<file path="config.mk">
export PLATFORM = sky130hd
export DESIGN_NAME = div_unit
export DESIGN_NICKNAME = d
export VERILOG_FILES = /design/src/rtl/div_unit.sv
export SDC_FILE = /design/constraint.sdc
export NUM_CORES = 1
export LEC_CHECK = 0
export ABC_AREA = 1
export CAP_MARGIN = 20
export CORE_MARGIN = 3
export CORE_UTILIZATION = 55
export CTS_BUF_LIST = sky130_fd_sc_hd__clkbuf_4 sky130_fd_sc_hd__clkbuf_8
export DETAILED_ROUTE_END_ITERATION = 8
export GPL_ROUTABILITY_DRIVEN = 0
export PLACE_DENSITY = 0.79
export SYNTH_ARGS = -nofsm -noshare
export SYNTH_HDL_FRONTEND = slang
export SYNTH_SLANG_ARGS = --single-unit
</file>
<file path="constraint.sdc">
create_clock -name clk -period 4.6 [get_ports clk]
set_clock_uncertainty 0.15 [all_clocks]
set_input_delay 0.92 -clock clk [delete_from_list [all_inputs] [get_ports clk]]
set_output_delay 0.92 -clock clk [all_outputs]
set_load 0.01 [all_outputs]
</file>
<file path="src/rtl/div_unit.sv">
// div_unit: iterative radix-2 restoring divider for RV32M DIV/DIVU/REM/REMU.
// Sits beside the ALU in EX. The pipeline stalls while busy is high and
// captures result on the cycle that done pulses.
//
// Ports
//   clk       in   1      rising-edge clock
//   rst       in   1      asynchronous active-high reset
//   start     in   1      request, accepted only in IDLE or DONE
//   div_op    in   2      0=DIV 1=DIVU 2=REM 3=REMU, sampled on accept
//   dividend  in   WIDTH  rs1, sampled on accept
//   divisor   in   WIDTH  rs2, sampled on accept
//   busy      out  1      high in CALC and FIX
//   done      out  1      one-cycle pulse, result valid
//   result    out  WIDTH  quotient or remainder, held until the next op's FIX
//
// State  | meaning
// -------+-------------------------------------------------------------
// IDLE   | waiting for start
// CALC   | one quotient bit per clock, WIDTH clocks
// FIX    | sign fixup, result register loaded
// DONE   | done pulse; a new start is accepted here back-to-back
module div_unit #(
  parameter int WIDTH = 32
) (
  input  logic             clk,
  input  logic             rst,
  input  logic             start,
  input  logic [1:0]       div_op,
  input  logic [WIDTH-1:0] dividend,
  input  logic [WIDTH-1:0] divisor,
  output logic             busy,
  output logic             done,
  output logic [WIDTH-1:0] result
);

  localparam int CNT_W = $clog2(WIDTH);
  localparam logic [CNT_W-1:0] CNT_LAST = CNT_W'(WIDTH - 1);
  localparam logic [WIDTH-1:0] MOST_NEG = {1'b1, {(WIDTH-1){1'b0}}};

  typedef enum logic [1:0] {
    S_IDLE,
    S_CALC,
    S_FIX,
    S_DONE
  } state_t;

  state_t r_state;
  state_t w_next;

  logic [1:0]       r_op;
  logic [WIDTH-1:0] r_quo;
  logic [WIDTH-1:0] r_rem;
  logic [WIDTH-1:0] r_dvs;
  logic [CNT_W-1:0] r_cnt;
  logic             r_q_neg;
  logic             r_r_neg;

  logic             w_accept;
  logic             w_signed;
  logic             w_a_neg;
  logic             w_b_neg;
  logic [WIDTH-1:0] w_a_abs;
  logic [WIDTH-1:0] w_b_abs;
  logic             w_div_zero;
  logic             w_ovf;
  logic             w_special;
  logic [WIDTH:0]   w_rem_sh;
  logic             w_ge;
  logic [WIDTH-1:0] w_rem_sub;
  logic [WIDTH-1:0] w_quo_fix;
  logic [WIDTH-1:0] w_rem_fix;

  assign w_accept   = start && ((r_state == S_IDLE) || (r_state == S_DONE));
  assign w_signed   = ~div_op[0];
  assign w_a_neg    = w_signed & dividend[WIDTH-1];
  assign w_b_neg    = w_signed & divisor[WIDTH-1];
  assign w_a_abs    = w_a_neg ? (~dividend + 1'b1) : dividend;
  assign w_b_abs    = w_b_neg ? (~divisor + 1'b1) : divisor;
  assign w_div_zero = (divisor == '0);
  assign w_ovf      = w_signed && (dividend == MOST_NEG) && (divisor == '1);
  assign w_special  = w_div_zero | w_ovf;

  // The shifted partial remainder needs one extra bit; after the restoring
  // step it is always below the divisor, so WIDTH bits hold it.
  assign w_rem_sh  = {r_rem, r_quo[WIDTH-1]};
  assign w_ge      = (w_rem_sh >= {1'b0, r_dvs});
  assign w_rem_sub = w_rem_sh[WIDTH-1:0] - r_dvs;

  assign w_quo_fix = r_q_neg ? (~r_quo + 1'b1) : r_quo;
  assign w_rem_fix = r_r_neg ? (~r_rem + 1'b1) : r_rem;

  always_ff @(posedge clk or posedge rst) begin
    if (rst) begin
      r_state <= S_IDLE;
    end else begin
      r_state <= w_next;
    end
  end

  always_comb begin
    w_next = r_state;
    case (r_state)
      S_IDLE: begin
        if (w_accept) w_next = w_special ? S_FIX : S_CALC;
      end
      S_CALC: begin
        if (r_cnt == CNT_LAST) w_next = S_FIX;
      end
      S_FIX: begin
        w_next = S_DONE;
      end
      S_DONE: begin
        if (w_accept) w_next = w_special ? S_FIX : S_CALC;
        else          w_next = S_IDLE;
      end
      default: w_next = S_IDLE;
    endcase
  end

  always_ff @(posedge clk or posedge rst) begin
    if (rst) begin
      r_op    <= '0;
      r_quo   <= '0;
      r_rem   <= '0;
      r_dvs   <= '0;
      r_cnt   <= '0;
      r_q_neg <= 1'b0;
      r_r_neg <= 1'b0;
      result  <= '0;
    end else if (w_accept) begin
      r_op  <= div_op;
      r_dvs <= w_b_abs;
      r_cnt <= '0;
      if (w_special) begin
        // Final values are loaded directly; cleared sign flags make FIX a
        // plain copy.
        r_quo   <= w_div_zero ? {WIDTH{1'b1}} : MOST_NEG;
        r_rem   <= w_div_zero ? dividend : '0;
        r_q_neg <= 1'b0;
        r_r_neg <= 1'b0;
      end else begin
        r_quo   <= w_a_abs;
        r_rem   <= '0;
        r_q_neg <= w_a_neg ^ w_b_neg;
        r_r_neg <= w_a_neg;
      end
    end else if (r_state == S_CALC) begin
      r_cnt <= r_cnt + 1'b1;
      r_quo <= {r_quo[WIDTH-2:0], w_ge};
      r_rem <= w_ge ? w_rem_sub : w_rem_sh[WIDTH-1:0];
    end else if (r_state == S_FIX) begin
      result <= r_op[1] ? w_rem_fix : w_quo_fix;
    end
  end

  assign busy = (r_state == S_CALC) || (r_state == S_FIX);
  assign done = (r_state == S_DONE);

endmodule

</file>
==> impl_metrics.csv, run 1 <==
group,metric,value,unit
global_route,antenna_found_initial,1,
drt,wl_per_cell,17.8,µm
logic_synthesis,async_reset_ff_share,100,%
global_route,grt_pass1_wl,71.3,mm
clock_network,root_buffer,"clkbuf_8",
clock_network,hold_buffers,0,
setup_path,crit_arrival,3.40,ns
logic_synthesis,yosys-top-cells-count,"634 x nand2_1, 291 x inv_1, 275 x nor2_1, 233 x nand3_1",
logic_synthesis,synth_most_common_cell,"nand2_1",
logic_synthesis,synth-main-ff-cell,"dfrtp_1",
logic_synthesis,synthesis.area,0.0129,mm²
drt,viasPerCell,5.83,
setup_path,critPathRequiredTime,4.80,ns
logic_synthesis,synth_cell_types,46,
placement,io_buffers,102,
logic_synthesis,yosys_warnings,0,
timing,timing.final.crit_share,69.6,%
layout,final_util,63.9,%
power_and_ir_drop,powerDensity,827,mW/mm²
setup_path,ff2ff_setup_slack,1.57,ns
timing,relSlewSlack,31.5,%
logic_synthesis,synth_area_leaders,"dfrtp_1 27%, nand2_1 19%, nand3_1 9.1%",
global_route,grt_use_total,35.0,%
drt,initialDrtViolationCount,1993,
clock_network,worstSkewPairLatency,0.46,ns
global_route,globalRouteOverflowTotal,0,
drt,postRouteAntennaNets,0,
layout,regArea,0.00345,mm²
power_and_ir_drop,peakVddDrop,0.627,mV
layout,nets,2339,
setup_path,rr_endpoint,"r_rem[30]",
drt,vias,14884,
timing,fin_crit,3.20,ns
clock_network,cts_tree,"done",
layout,n_antenna_cell,0,
setup_path,r2r_cells,15,
logic_synthesis,synth_fp_nets,2281,
layout,drive_above_1_share,3.31,%
hold_path,hold_class,"reg -> reg",
timing,tightest_slew,1.03,ns
setup_path,critPathLaunchType,"input port",
clock_network,cts.sinks,138,
timing,rsz0062_at_grt,"no",
floorplanning,start_util,56.5,%
setup_path,crit_type,"in -> reg",
run_status,violations,"design-rule violations",
clock_network,cts_setup_buffers,0,
timing,setup_viol,0,
drt,drcViolationCount,7,
logic_synthesis,synth_top_area_share,26.9,%
layout,nFillCells,2165,
run_status,status,"finished with violations",
floorplanning,die_h,159,µm
clock_network,clk_pin_slew,0.09,ns
floorplanning,ios,103,
run,drv_cap,0,
logic_synthesis,avgSynthCellArea,5.93,µm²
clock_network,htreeDepth,4,
timing,timing.hold.ws,0.334,ns
clock_network,cts_made_buffers,17,
logic_synthesis,synth_top_area_cell,"dfrtp_1",
hold_path,min_to,"result[25]",
timing,maxSlewViolCount,0,
floorplanning,die_w,159,µm
hold_path,hold_start,"result[25]",
floorplanning,core-area,0.0228,mm²
logic_synthesis,ys_ff_latch,138,
timing,setup_tns,0,ns
floorplanning,rows,55,
floorplanning,dieArea,0.0253,mm²
logic_synthesis,ys_seq_area_share,26.9,%
drt,wl,45.4,mm
power_and_ir_drop,power_leakage,7.31,nW
hold_path,holdPathStages,2,
clock_network,ctsLongestPathBuffers,2,
layout,multiInputGateArea,0.00799,mm²
clock_network,cts_resized,0,
logic_synthesis,synth_edf_count,0,
setup_path,crit_start,"dividend[1]",
layout,area_growth,13.2,%
setup_path,reg2reg_from,"r_rem[2]",
logic_synthesis,syn_inst,2168,
setup_path,cp_max_fo,7,
global_route,first_global_vias,13586,
setup_path,end_kind,"flip-flop",
timing,fmax,313,MHz
global_route,grt_max_degree,91,
drt,dr.pass1.iters,9,
timing,hold_viol_final,0,
placement,hpwl,35.2,mm
-- worst max-delay path, cell delays in order --
cell	delay (ns)
clkdlybuf4s50_1	0.50
inv_1	0.16
ha_1	0.20
nand3_1	0.19
nor2_2	0.28
nand3_1	0.17
nor3_2	0.22
nand2_1	0.24
nand2_2	0.21
nor2_1	0.06
o21ai_1	0.18
nand2_1	0.07
-- registers in the layout (all words and copies together) (netlist names) --
name / cells
r_op: 1
r_r_neg: 1
r_quo: 32
result: 32
r_dvs: 32
r_cnt: 5
r_rem: 32
r_q_neg: 1
r_state: 2
-- layout make-up --
class	count	share of cell area [%]
Inverter	294	7.62
Multi-Input combinational cell	1660	54.9
Clock inverter	13	1.48
Tap cell	313	2.69
Clock buffer	18	1.66
Sequential cell	138	23.7
Timing Repair Buffer	115	7.94
-- metrics by stage --
step                setup WS, ns  area (µm²)  total power, W  instances
finish                      1.40       14600          0.0120       2551
global route                1.19       14600          0.0131       2551
CTS                         1.53       14600          0.0118       2551
detailed placement          1.05       14100          0.0106       2520
global placement            1.11       14100          0.0104       2520
floorplan                   1.81       12900         0.00810       2168
-- layer usage --
layer	global-route usage [%]	part of all wire, %	vias up
met3	8.92	13	155
met5	0	0	-
met2	52.0	41	988
met4	15.2	4.9	0
met1	48.6	41	6667
li1	-	-	7074
-- placed cells by master, fill, tap and decap left out, types with 2 or more instances in the layout --
master / netlist / final
inv_6: 0 / 3
bufinv_16: 0 / 5
inv_1: 291 / 289
xnor2_1: 21 / 21
or2_2: 5 / 5
nor3_2: 2 / 2
o211ai_1: 5 / 5
nand4_1: 30 / 30
o21ai_1: 3 / 3
clkinv_2: 1 / 3
a41oi_1: 5 / 5
clkdlybuf4s50_1: 0 / 102
o31ai_1: 2 / 2
nor3_1: 19 / 19
buf_12: 0 / 3
nand3b_1: 13 / 13
nor2_2: 4 / 6
nor2_1: 275 / 272
clkinvlp_4: 0 / 2
dfrtp_1: 138 / 138
and2_1: 3 / 3
xor2_1: 38 / 38
a31oi_1: 20 / 20
nor2_4: 2 / 3
clkinv_4: 0 / 3
o21ai_0: 136 / 136
a21o_1: 3 / 3
clkbuf_8: 0 / 17
a21oi_1: 138 / 138
nand3_1: 233 / 233
nand2_1: 634 / 634
o21bai_1: 4 / 4
buf_4: 3 / 10
ha_1: 43 / 43
nand2_2: 5 / 5
o22ai_1: 6 / 6
-- worst max-delay path by stage --
| stage | end | cells after the start |
|---|---|---|
| 5_1_grt | r_quo[25] | 12 |
| 2_1_floorplan | r_cnt[0] | 1 |
| 3_3_place_gp | r_quo[25] | 12 |
| 3_5_place_dp | r_quo[24] | 14 |
| 4_1_cts | r_quo[3] | 12 |
| 6_report | r_quo[3] | 12 |
-- cells by family after synthesis --
group	Yosys count	share of synthesized area [%]
xor+xnor	59	4.02
buf+inv	370	11.1
flops	138	26.9
compound gates	324	13.3
simple gates	1233	40.4
fa+ha+maj	44	4.34
-- report_power, final --
group	switching [W]	internal, W	total, W
clock network	0.000533	0.000655	0.00119
logic	0.00545	0.00284	0.00829
registers	0.000730	0.00184	0.00257
total	0.00671	0.00534	0.0120
(Power assumes the default switching activity.)
==> inputs of run 2 (changes only) <==
- clock period: 4.6 -> 2.66 ns (I/O delays scaled with it)
==> impl_metrics.csv, run 2 (same netlist as run 1, synthesis figures left out) <==
group,metric,value,unit
setup_path,cp_max_fo,3,
clock_network,cts_made_buffers,17,
setup_path,path_common_cell,"nand2_1",
drt,vias,15599,
timing,relSlewSlack,52.0,%
run,drv_cap,0,
clock_network,clk_pin_slew,0.10,ns
timing,maxSlewViolCount,0,
setup_path,r2r_cells,14,
clock_network,hold_buffers,0,
placement,hpwl,36.9,mm
power_and_ir_drop,power_leakage,8.04,nW
setup_path,ff2ff_setup_slack,0.11,ns
setup_path,max_stage_delay,0.42,ns
clock_network,ctsLongestPathBuffers,2,
setup_path,critPathLaunchType,"flip-flop",
drt,drcViolationCount,0,
timing,tightest_slew,0.719,ns
floorplanning,die_w,159,µm
global_route,grt_use_total,35.6,%
drt,wl_per_cell,17.3,µm
drt,wl,46.7,mm
global_route,globalRouteOverflowTotal,0,
setup_path,cp_top_family,"simple AND/OR/NAND/NOR gates",
global_route,antenna_found_initial,0,
timing,setup_viol,0,
placement,io_buffers,102,
run_status,status,"complete, no violations",
drt,dr.pass1.iters,9,
global_route,grtUsageMet2,51.5,%
clock_network,worstSkewPairLatency,0.48,ns
floorplanning,rows,55,
setup_path,cp_cell_sequence,"inv_1 > ha_1 > fa_1 > inv_1 > nand2_1 > nand2_1 > nand2_1 > nand2_1 > nand2_1 > nand3b_1 > nand2_1 > nand2_1 > nand3_1 > a21oi_1",
setup_path,critPathRequiredTime,2.90,ns
timing,fmax,392,MHz
global_route,first_global_vias,14202,
drt,postRouteAntennaNets,0,
global_route,grt_pass1_wl,72.4,mm
timing,hold_viol_final,0,
drt,initialDrtViolationCount,2471,
global_route,grt_use_met3,8.53,%
clock_network,root_buffer,"clkbuf_8",
floorplanning,start_util,56.5,%
layout,mostFrequentLayoutCells,"632 x nand2_1, 285 x inv_1, 264 x nor2_1, 232 x nand3_1, 145 x buf_4",
setup_path,crit_arrival,2.80,ns
layout,n_antenna_cell,0,
setup_path,cpMaxStageDelayCell,"fa_1",
clock_network,cts.sinks,138,
clock_network,htreeDepth,4,
power_and_ir_drop,peakVddDrop,0.896,mV
global_route,grt_use_met1,49.1,%
floorplanning,ios,103,
floorplanning,core-area,0.0228,mm²
setup_path,path_buf_inv,2,
layout,area_growth,24.2,%
power_and_ir_drop,powerDensity,1380,mW/mm²
layout,nets,2484,
setup_path,crit_cells,14,
timing,fin_crit,2.55,ns
timing,timing.final.crit_share,96.0,%
global_route,grt_max_degree,63,
layout,layout_commonest_cell,"nand2_1",
timing,timing.hold.ws,0.274,ns
hold_path,hold_class,"in -> async",
floorplanning,die_h,159,µm
layout,drive_above_1_share,10.9,%
drt,viasPerCell,5.78,
setup_path,crit_type,"reg -> reg",
setup_path,end_kind,"flip-flop",
global_route,busiest_layer,"met2",
clock_network,cts_tree,"done",
timing,setup_tns,0,ns
floorplanning,dieArea,0.0253,mm²
## run 2: metal layers
layer	vias up	wire length [µm]
met2	1089	18900
met1	6906	18800
met5	-	0
met4	0	3210
met3	238	5830
li1	7366	-
## run 2: worst paths after layout
check | from | to
hold reg to reg | result[18] | result[18]
hold / removal | rst | r_rem[18]
setup / recovery | r_quo[31] | r_rem[26]
max in group asynchronous | rst | r_rem[27]
setup reg to reg | r_quo[31] | r_rem[26]
min in group clk | result[18] | result[18]
## run 2: layout make-up
cell class                 instances  area, µm²
multi-input combinational       1660       8240
fill                            1972       6800
sequential                       138       3460
timing repair buffer             260       2350
inverter                         294       1110
tap                              313        392
clock buffer                      20        263
clock inverter                    12        164
## run 2: power breakdown
part           internal (W)  switching, W  total [W]
logic               0.00579        0.0100     0.0158
registers           0.00320       0.00110    0.00429
clock network      0.000987      0.000939    0.00193
## run 2: repair_timing
action                                  CTS  global route
pin swaps                                 0             0
buffers inserted                          0             2
endpoints found under the setup margin    2            34
gates cloned                              0             0
gates resized for setup                   1            46
## run 2: through the flow
stage	cell area, µm²	util, %	total power, W	setup WS (ns)	std cells
after floorplan	12900	-	0.0140	0.257	2168
after global placement	15300	67.1	0.0185	-0.130	2663
after detailed placement	15300	67.1	0.0189	-0.158	2663
after CTS	15700	69.0	0.0209	0.0385	2695
after global routing	16000	70.1	0.0238	-0.0509	2697
final	16000	70.1	0.0220	0.107	2697
